File: config.mk
export PLATFORM = sky130hd
export DESIGN_NAME = fwd_hazard_ctrl
export DESIGN_NICKNAME = d
export VERILOG_FILES = /design/src/rtl/fwd_hazard_ctrl.sv
export SDC_FILE = /design/constraint.sdc
export NUM_CORES = 1
export LEC_CHECK = 0
export CAP_MARGIN = 10
export CORE_MARGIN = 3
export CORE_UTILIZATION = 30
export DETAILED_ROUTE_END_ITERATION = 16
export SYNTH_ARGS = -nofsm -noshare
export SYNTH_HDL_FRONTEND = slang
export SYNTH_SLANG_ARGS = --single-unit
File: constraint.sdc
create_clock -name clk -period 2.7 [get_ports clk]
set_input_delay 0.675 -clock clk [delete_from_list [all_inputs] [get_ports clk]]
set_output_delay 0.675 -clock clk [all_outputs]
set_load 0.02 [all_outputs]
File: src/rtl/fwd_hazard_ctrl.sv
// rtl/fwd_hazard_ctrl.sv - EX-stage forwarding select, load-use, flush and hold control
// Selects/state/counter are registered; pipeline enables are combinational from inputs.
module fwd_hazard_ctrl #(
  parameter int RA_W  = 5,
  parameter int CNT_W = 32
) (
  input  logic             clk,
  input  logic             reset,
  input  logic [RA_W-1:0]  id_rs1,
  input  logic [RA_W-1:0]  id_rs2,
  input  logic             id_use_rs1,
  input  logic             id_use_rs2,
  input  logic [RA_W-1:0]  ex_rd,
  input  logic             ex_reg_write,
  input  logic             ex_mem_read,
  input  logic             ex_is_link,
  input  logic [RA_W-1:0]  mem_rd,
  input  logic             mem_reg_write,
  input  logic             ex_branch_taken,
  input  logic             ext_stall,
  output logic [1:0]       fwd_a_sel,
  output logic [1:0]       fwd_b_sel,
  output logic             pc_write,
  output logic             ifid_write,
  output logic             ifid_flush,
  output logic             idex_bubble,
  output logic [1:0]       ctrl_state,
  output logic [CNT_W-1:0] stall_count
);

  typedef enum logic [1:0] {
    ST_RUN        = 2'd0,
    ST_LOAD_STALL = 2'd1,
    ST_FLUSH      = 2'd2,
    ST_HOLD       = 2'd3
  } state_t;

  state_t           r_state;
  state_t           w_next_state;
  logic [1:0]       r_sel_a;
  logic [1:0]       r_sel_b;
  logic [CNT_W-1:0] r_stall_count;

  logic w_a_valid, w_b_valid;
  logic w_a_ex, w_b_ex, w_a_mem, w_b_mem;
  logic w_load_use;
  logic w_cnt_inc;
  logic [1:0] w_sel_a, w_sel_b;

  // x0 is hardwired zero, so a read of it never matches a producer
  assign w_a_valid = id_use_rs1 && (id_rs1 != '0);
  assign w_b_valid = id_use_rs2 && (id_rs2 != '0);
  assign w_a_ex    = w_a_valid && ex_reg_write && (ex_rd == id_rs1);
  assign w_b_ex    = w_b_valid && ex_reg_write && (ex_rd == id_rs2);
  assign w_a_mem   = w_a_valid && mem_reg_write && (mem_rd == id_rs1);
  assign w_b_mem   = w_b_valid && mem_reg_write && (mem_rd == id_rs2);
  assign w_load_use = ex_mem_read && (w_a_ex || w_b_ex);

  assign w_sel_a = w_a_ex ? (ex_is_link ? 2'b11 : 2'b01) : (w_a_mem ? 2'b10 : 2'b00);
  assign w_sel_b = w_b_ex ? (ex_is_link ? 2'b11 : 2'b01) : (w_b_mem ? 2'b10 : 2'b00);

  always_comb begin
    w_next_state = ST_RUN;
    pc_write     = 1'b1;
    ifid_write   = 1'b1;
    ifid_flush   = 1'b0;
    idex_bubble  = 1'b0;
    w_cnt_inc    = 1'b0;
    if (reset) begin
      idex_bubble = 1'b1;
    end else if (ex_branch_taken) begin
      // redirect beats a memory stall so the new PC is never dropped
      w_next_state = ST_FLUSH;
      ifid_flush   = 1'b1;
      idex_bubble  = 1'b1;
    end else if (ext_stall) begin
      w_next_state = ST_HOLD;
      pc_write     = 1'b0;
      ifid_write   = 1'b0;
    end else if (w_load_use) begin
      w_next_state = ST_LOAD_STALL;
      pc_write     = 1'b0;
      ifid_write   = 1'b0;
      idex_bubble  = 1'b1;
      w_cnt_inc    = 1'b1;
    end
  end

  always_ff @(posedge clk) begin
    if (reset) begin
      r_state       <= ST_RUN;
      r_sel_a       <= 2'b00;
      r_sel_b       <= 2'b00;
      r_stall_count <= '0;
    end else begin
      r_state <= w_next_state;
      case (w_next_state)
        ST_RUN: begin
          r_sel_a <= w_sel_a;
          r_sel_b <= w_sel_b;
        end
        ST_HOLD: begin
          r_sel_a <= r_sel_a;
          r_sel_b <= r_sel_b;
        end
        default: begin
          r_sel_a <= 2'b00;
          r_sel_b <= 2'b00;
        end
      endcase
      if (w_cnt_inc && (r_stall_count != '1)) begin
        r_stall_count <= r_stall_count + CNT_W'(1);
      end
    end
  end

  assign fwd_a_sel   = r_sel_a;
  assign fwd_b_sel   = r_sel_b;
  assign ctrl_state  = r_state;
  assign stall_count = r_stall_count;

endmodule
Word-level counts from Yosys, hierarchy flattened

Cells that the tools add are included.

Reductions and logical operators: 16
Equality and inequality tests: 6
Add/subtract/negate cells: 1
Muxes and demuxes: 23

Operator list:

| kind                                          | count |
|---|---|
| adder 32 x 1 -> 32 bit, second input constant | 1 |
| inequality test 32 bit, second input constant | 1 |
| == test 5 bit                                 | 4 |
| 2-to-1 mux 2 bit                              | 8 |
| 2-to-1 mux 1 bit                              | 13 |
| logical AND 1 bit                             | 12 |
| nonzero test 5 bit                            | 2 |
| one-hot mux 2 bit (2 select lines)            | 2 |
| == test 2 bit, second input constant          | 1 |
| logical NOT 2 bit                             | 1 |
| logical OR 1 bit                              | 1 |

Input bits: 30
Output and inout port bits: 42
Register bits: 38

Depth between registers and ports, before layout

Gate-level depths: netlist of run 1.

Depth after elaboration: 12
Depth in mapped cells: 8
Mapped depth without buffers: 7

Worst setup path before layout of run 1

OpenSTA, ideal clock, no wires.

Path type: input to output
From: input port id_rs1[1]
To: output port pc_write
Slack: -0.564 ns
Data arrival time: 2.589 ns
Required time: 2.025 ns
Stages: 6
Path through: or4_1 > o21ai_1 > nor4_4 > o21a_1 > o21ai_0 > buf_4

Word-level cells in the longest chain between the ends: 10
Elaborated cells on any way between the ends: 11
Classes of those cells: 1 x eq/ne; 4 x mux; 6 x reduce/logical

RTL lines:

| what                               | line | text |
|---|---|---|
| start: declaration                 | 9    | `input logic [RA_W-1:0] id_rs1,` |
| nonzero test 5 bit                 | 51   | `assign w_a_valid = id_use_rs1 && (id_rs1 != '0);` |
| logical AND 1 bit                  | 51   |  |
| logical AND 1 bit                  | 53   | `assign w_a_ex = w_a_valid && ex_reg_write && (ex_rd == id_rs1);` |
| logical AND 1 bit (*)              | 53   |  |
| logical OR 1 bit (*)               | 57   | `assign w_load_use = ex_mem_read && (w_a_ex \|\| w_b_ex);` |
| logical AND 1 bit (*)              | 57   |  |
| 2-to-1 mux 1 bit (*) (4 in series) | --   |  |
| end: declaration                   | 23   | `output logic pc_write,` |

Every way passes the cells marked *; elsewhere a longest branch is shown, timed or not.

Worst setup path in the final report of run 1

From: input port id_rs1[2]
To: output port ifid_write

Word-level cells in the longest chain between the ends: 10
Elaborated cells on any way between the ends: 11
Classes of those cells: 1 x eq/ne; 4 x mux; 6 x reduce/logical

RTL lines:

| what                  | line | text |
|---|---|---|
| nonzero test 5 bit    | 51   |  |
| logical AND 1 bit     | 51   |  |
| logical AND 1 bit     | 53   |  |
| logical AND 1 bit (*) | 53   |  |
| logical OR 1 bit (*)  | 57   |  |
| logical AND 1 bit (*) | 57   |  |
| 2-to-1 mux 1 bit (*)  | 80   | `end else if (w_load_use) begin` |
| 2-to-1 mux 1 bit (*)  | 76   | `end else if (ext_stall) begin` |
| 2-to-1 mux 1 bit (*)  | 71   | `end else if (ex_branch_taken) begin` |
| 2-to-1 mux 1 bit (*)  | 69   | `if (reset) begin` |
| end: declaration      | 24   | `output logic ifid_write,` |

Marks and branches as above.

==> flow_summary.yaml, run 1 <==
cells_and_area:
  final_util_pct: 48.1
  fin_nets: 425
  area_growth_syn_to_layout_pct: 51.6
  drive_above_1_share_pct: 22.0
  antennaDiodeCount: 0
hold_path:
  hold_class: "flip-flop to flip-flop"
  whs_path_depth: 1
  hold_end: "fwd_a_sel[1]"
  min-delay-start: "fwd_a_sel[1]"
drt:
  wl_per_cell_um: 13.8
  routed_wl_mm: 6.81
  drc: 0
  vias_per_cell: 5.11
  postRouteAntennaNets: 0
  first_pass_iters: 4
  drtIter0Drc: 102
  vias: 2523
pwr:
  leakagePower_nw: 1.25
  p_per_area_nw_per_um2: 325
  vdd_drop_max_v: 0.000137
synth:
  yosys.area.top_type_share_pct: 32.2
  ys_warn_count: 0
  syn-num-nets: 319
  synth_enable_flop_cells: 0
  synthArstFlopShare_pct: 0
  synth_most_common_cell: "dfxtp_1"
  avgSynthCellArea_um2: 8.20
  synth_area_um2: 2360
  ys_ff_latch: 38
  yosysSeqAreaShare_pct: 32.2
  synth.distinct_cells: 43
  synthFlopType: "dfxtp_1"
  postSynthCellCount: 288
  synth_area_leaders: "dfxtp_1, mux2_2, xnor2_1"
  netlist.top_cell.by_area: "dfxtp_1"
  synthTopCellsByCount: "dfxtp_1, nor2_1, nand2_1"
global_route:
  grt_start_max_net_pins: 24
  antenna_found_initial: 0
  track_usage_pct: 15.4
  grt_pass1_vias: 2387
  overflow: 0
  grt_pass1_wl_mm: 11.1
timing:
  tns_ps: -139
  finalSetupViolCount: 3
  skew_ps: 5.06
  final-max-slew-violation-count: 0
  worstMarginPinSlew_ps: 493
  rsz0062_at_grt: "yes"
  fin_crit_ps: 2760
  fin_crit_sh_pct: 102
  max_slew_margin_pct: 67.2
  fmax_mhz: 362
  final.setup.worst_slack_ps: -61.0
  hold_viol_final: 0
clocking:
  clk_latency_ps: 290
  cts_root_buffer: "clkbuf_8"
  clock_sinks: 38
  tritoncts: "yes"
  cts_buffers: 5
  cts.path.max_buffers: 2
  hold_buffers: 0
  clkTransAtPathRegs_ps: 80
  htreeDepth: 2
critical_path:
  rrSetupSlack_ps: 250
  ff2ff_path_depth: 7
  cp.buffers_inverters: 2
  cp.required_ps: 2030
  crit_chain: "buf_6 > or4_4 > o21ai_4 > nor4_4 > o21a_1 > o21ai_4 > buf_6"
  rr_endpoint: "stall_count[26]"
  crit_path_max_incr_delay_ps: 540
  cp-end-kind: "output port"
  critPathArrivalTime_ps: 2090
  slowest_stage: "or4_4"
  cp_top_family: "simple AND/OR/NAND/NOR gates"
  cp-start-kind: "input pin"
  criticalPathCategory: "input pin to output port"
  r2r_start: "stall_count[1]"
  critPathMaxFanout: 3
placement:
  port-buffer-count: 71
  gp_congestion: 0.821
  dp_hpwl_mm: 5.23
floorplanning:
  coreArea_um2: 7450
  die_area_um2: 8970
  io_pins: 72
  dieWidth_um: 94.7
  start_util_pct: 31.7
  fp.dieH_um: 94.7
  num_rows: 31
flow_run:
  drv_cap: 0
outcome:
  status: "finished, violations left"
  violations: "negative setup slack"
layer usage:
layer | vias to the layer above | global-route usage, % | wire (um)
li1 | 1272 | - | -
met4 | 0 | 5.89 | 145
met5 | - | 0 | 0
met1 | 1169 | 18.1 | 2910
met3 | 10 | 3.90 | 408
met2 | 72 | 26.9 | 3340
worst reg2reg max path: stages (launching register included):
cell	delay, ps
dfxtp_1	450
ha_1	280
and2_1	240
nand4_4	130
or4_1	570
o21bai_4	230
or3_1	360
a21oi_1	140
metrics by stage:
step / power, mW / std cells / hold WS (ps) / cell area [um2] / worst slack, ps
final: 1.16 / 494 / 510 / 3580 / -61.0
after floorplan: 0.651 / 288 / 570 / 2400 / -71.3
after detailed placement: 0.754 / 478 / 490 / 3410 / -923
after global routing: 1.21 / 494 / 540 / 3580 / -114
after global placement: 0.753 / 478 / 490 / 3410 / -899
after CTS: 1.18 / 493 / 510 / 3570 / -56.0
cells in the final DEF, fill, tap and decap left out, types with 12 or more instances in the layout:
master,synthesis,final
nand3_1,12,12
dfxtp_1,38,38
a21oi_1,17,17
nor2b_1,15,15
or3_1,15,15
buf_4,2,41
xnor2_1,13,12
nand2_1,22,21
nor2_1,25,25
clkdlybuf4s50_1,0,52
logic make-up after synthesis:
group / Yosys count / share of synthesized area (%)
simple gates: 147 / 36.2
compound gates: 48 / 12.9
flops: 38 / 32.2
xor+xnor: 21 / 7.79
buf+inv: 19 / 3.81
mux: 14 / 6.57
fa+ha+maj: 1 / 0.530
report_power, final:
part / switching [mW] / internal (mW)
sequential: 0.000469 / 0.562
combinational: 0.0860 / 0.0997
clock: 0.210 / 0.205
total: 0.297 / 0.867
worst max path at each step:
stage,from,to,slack (ps),depth (start not counted)
4_1_cts,id_rs1[2],ifid_write,-60,7
6_report,id_rs1[2],ifid_write,-60,7
3_3_place_gp,id_rs2[1],pc_write,-900,7
2_1_floorplan,id_rs2[1],pc_write,-70,6
5_1_grt,id_rs1[2],ifid_write,-110,7
3_5_place_dp,id_rs2[1],ifid_write,-920,7
registers in the layout (all words and copies together), names as in the netlist:
register,flops
ctrl_state,2
fwd_a_sel,2
fwd_b_sel,2
stall_count,32
what timing repair did:
action	CTS	global route
gates resized for setup	62	2
buffers inserted	7	1
gates cloned	0	0
setup endpoints to repair	15	4
pin swaps	11	0
area by class of cell:
type	instances	area, um2
Timing Repair Buffer	113	1010
Fill cell	751	3860
Clock inverter	2	12.5
Multi-Input combinational cell	231	1570
Inverter	5	18.8
Sequential cell	38	761
Tap cell	99	124
Clock buffer	6	82.6
(Power assumes the default switching activity.)
==> run 2, diff against run 1 <==
CAP_MARGIN = default   (was 10)
CORE_UTILIZATION = 43   (was 30)
PLACE_DENSITY = 0.77   (was default)
==> run 2 against run 1 <==
The run still ends with negative setup slack left. Total power is 0.11% higher. Worst hold slack worse by 2.4 ps. Wire length is 2.6% lower. Clock power is 1% lower. Sequential power hardly changed. Flip-flop and latch count stayed put. Clock skew is 1.6 ps lower. Count of clock-buffer cells in the layout is 1 higher. Largest cell class unchanged.
==> flow_summary.yaml, run 2 (same netlist as run 1, synthesis figures left out) <==
cells_and_area:
  antennaDiodeCount: 0
  stdcell_area_um2: 3570
  area_growth_syn_to_layout_pct: 51.1
  largest_reg_flops: 32
  fin_nets: 424
  fill_cells: 448
  drive_above_1_share_pct: 23.1
  final_cell_mix: "clkdlybuf4s50_1, buf_4, dfxtp_1, nor2_1, nand2_1"
  final_common_cell: "clkdlybuf4s50_1"
clocking:
  tritoncts: "yes"
  cts_root_buffer: "clkbuf_8"
  clock_sinks: 38
  cts.path.max_buffers: 2
  clkTransAtPathRegs_ps: 80
  cts_buffers: 5
  hold_buffers: 0
  clk_latency_ps: 290
  htreeDepth: 2
pwr:
  p_per_area_nw_per_um2: 326
  leakagePower_nw: 1.27
  vdd_drop_max_v: 0.000156
  total_power_mw: 1.16
floorplanning:
  num_rows: 26
  fp.dieH_um: 80.1
  die_area_um2: 6420
  start_util_pct: 45.4
  coreArea_um2: 5200
  io_pins: 72
  dieWidth_um: 80.1
timing:
  skew_ps: 3.51
  fin_crit_sh_pct: 101
  final.setup.worst_slack_ps: -23.2
  rsz0062_at_grt: "yes"
  finalSetupViolCount: 2
  hold_viol_final: 0
  max_slew_margin_pct: 64.0
  timing.hold.ws_ps: 507
  final-max-slew-violation-count: 0
  fmax_mhz: 367
  fin_crit_ps: 2720
  tns_ps: -45.3
  worstMarginPinSlew_ps: 535
placement:
  gp_congestion: 0.803
  post_dp_cell_area_um2: 3390
  port-buffer-count: 71
  dp_hpwl_mm: 5.10
critical_path:
  cp.required_ps: 2030
  critPathMaxFanout: 3
  criticalPathCategory: "input pin to output port"
  crit_path_max_incr_delay_ps: 530
  cp-end-kind: "output port"
  cp-start-kind: "input pin"
  critPathArrivalTime_ps: 2050
  crit_chain: "buf_6 > or4_4 > o21ai_4 > nor4_4 > o21a_1 > o21ai_4 > buf_6"
  slowest_stage: "or4_4"
  ff2ff_path_depth: 7
global_route:
  antenna_found_initial: 0
  grt_pass1_vias: 2432
  track_usage_pct: 21.4
  grt_pass1_wl_mm: 11.0
  overflow: 0
  grt_start_max_net_pins: 24
drt:
  routed_wl_mm: 6.63
  wl_per_cell_um: 14.3
  postRouteAntennaNets: 0
  drtIter0Drc: 146
  drc: 0
  first_pass_iters: 4
  vias: 2577
  vias_per_cell: 5.55
hold_path:
  whs_path_depth: 1
  hold_class: "flip-flop to flip-flop"
flow_run:
  drv_cap: 0
outcome:
  status: "finished, violations left"
  violations: "negative setup slack"
run 2: changes by cell type in the layout (fill, tap and decap cells not counted), sizes merged:
cell and delta:
dlygate4sd2 -2, buf -1, clkbuf +2, clkdlybuf4s50 -1
clkinvlp -1, dlymetal6s2s +2
run 2: worst paths after layout:
check | slack (ps) | startpoint | end
max | -20 | id_rs2[4] | pc_write
min reg2reg | 510 | fwd_b_sel[1] | fwd_b_sel[1]
max reg2reg | 260 | stall_count[0] | stall_count[26]
min | 510 | fwd_b_sel[1] | fwd_b_sel[1]
run 2: repair_timing:
action / in CTS / in global routing
setup buffers: 5 / 1
setup endpoints to repair: 22 / 10
endpoints found under the hold margin: 0 / 0
pin swaps: 13 / 5
gates resized for setup: 60 / 13
run 2: worst max-delay path, delay by kind of cell:
kind | cells | cell delay, ps
compound gates | 3 | 550
simple gates | 2 | 580
buf+inv | 2 | 230
run 2: metal layers:
| layer | track usage [%] | part of all wire, % |
|---|---|---|
| met3 | 3.81 | 4.8 |
| met5 | 0 | 0 |
| met2 | 39.3 | 52 |
| met4 | 6.08 | 1.1 |
| met1 | 25.1 | 42 |
run 2: stage by stage:
stage | utilization (%) | worst slack (ps) | std cells
finish | 68.6 | -23.2 | 464
global placement | 65.0 | -913 | 450
floorplan | - | -71.3 | 288
CTS | 67.6 | -47.9 | 463
global route | 68.6 | -70.9 | 464
detailed placement | 65.0 | -924 | 450
run 2: power by group:
part | internal [mW] | switching [mW] | total [mW]
clock | 0.206 | 0.205 | 0.412
sequential | 0.562 | 0.000470 | 0.562
combinational | 0.101 | 0.0902 | 0.191
run 2: final cells by class:
cell class              count  area (um2)  area share, %
multi-input cells         231        1600           44.9
repair buffers            112        1010           28.3
flip-flops and latches     38         761           21.3
well taps                  70        87.6           2.45
clock buffers               7        86.3           2.42
inverters                   5        18.8          0.526
clock inverters             1        5.00          0.140
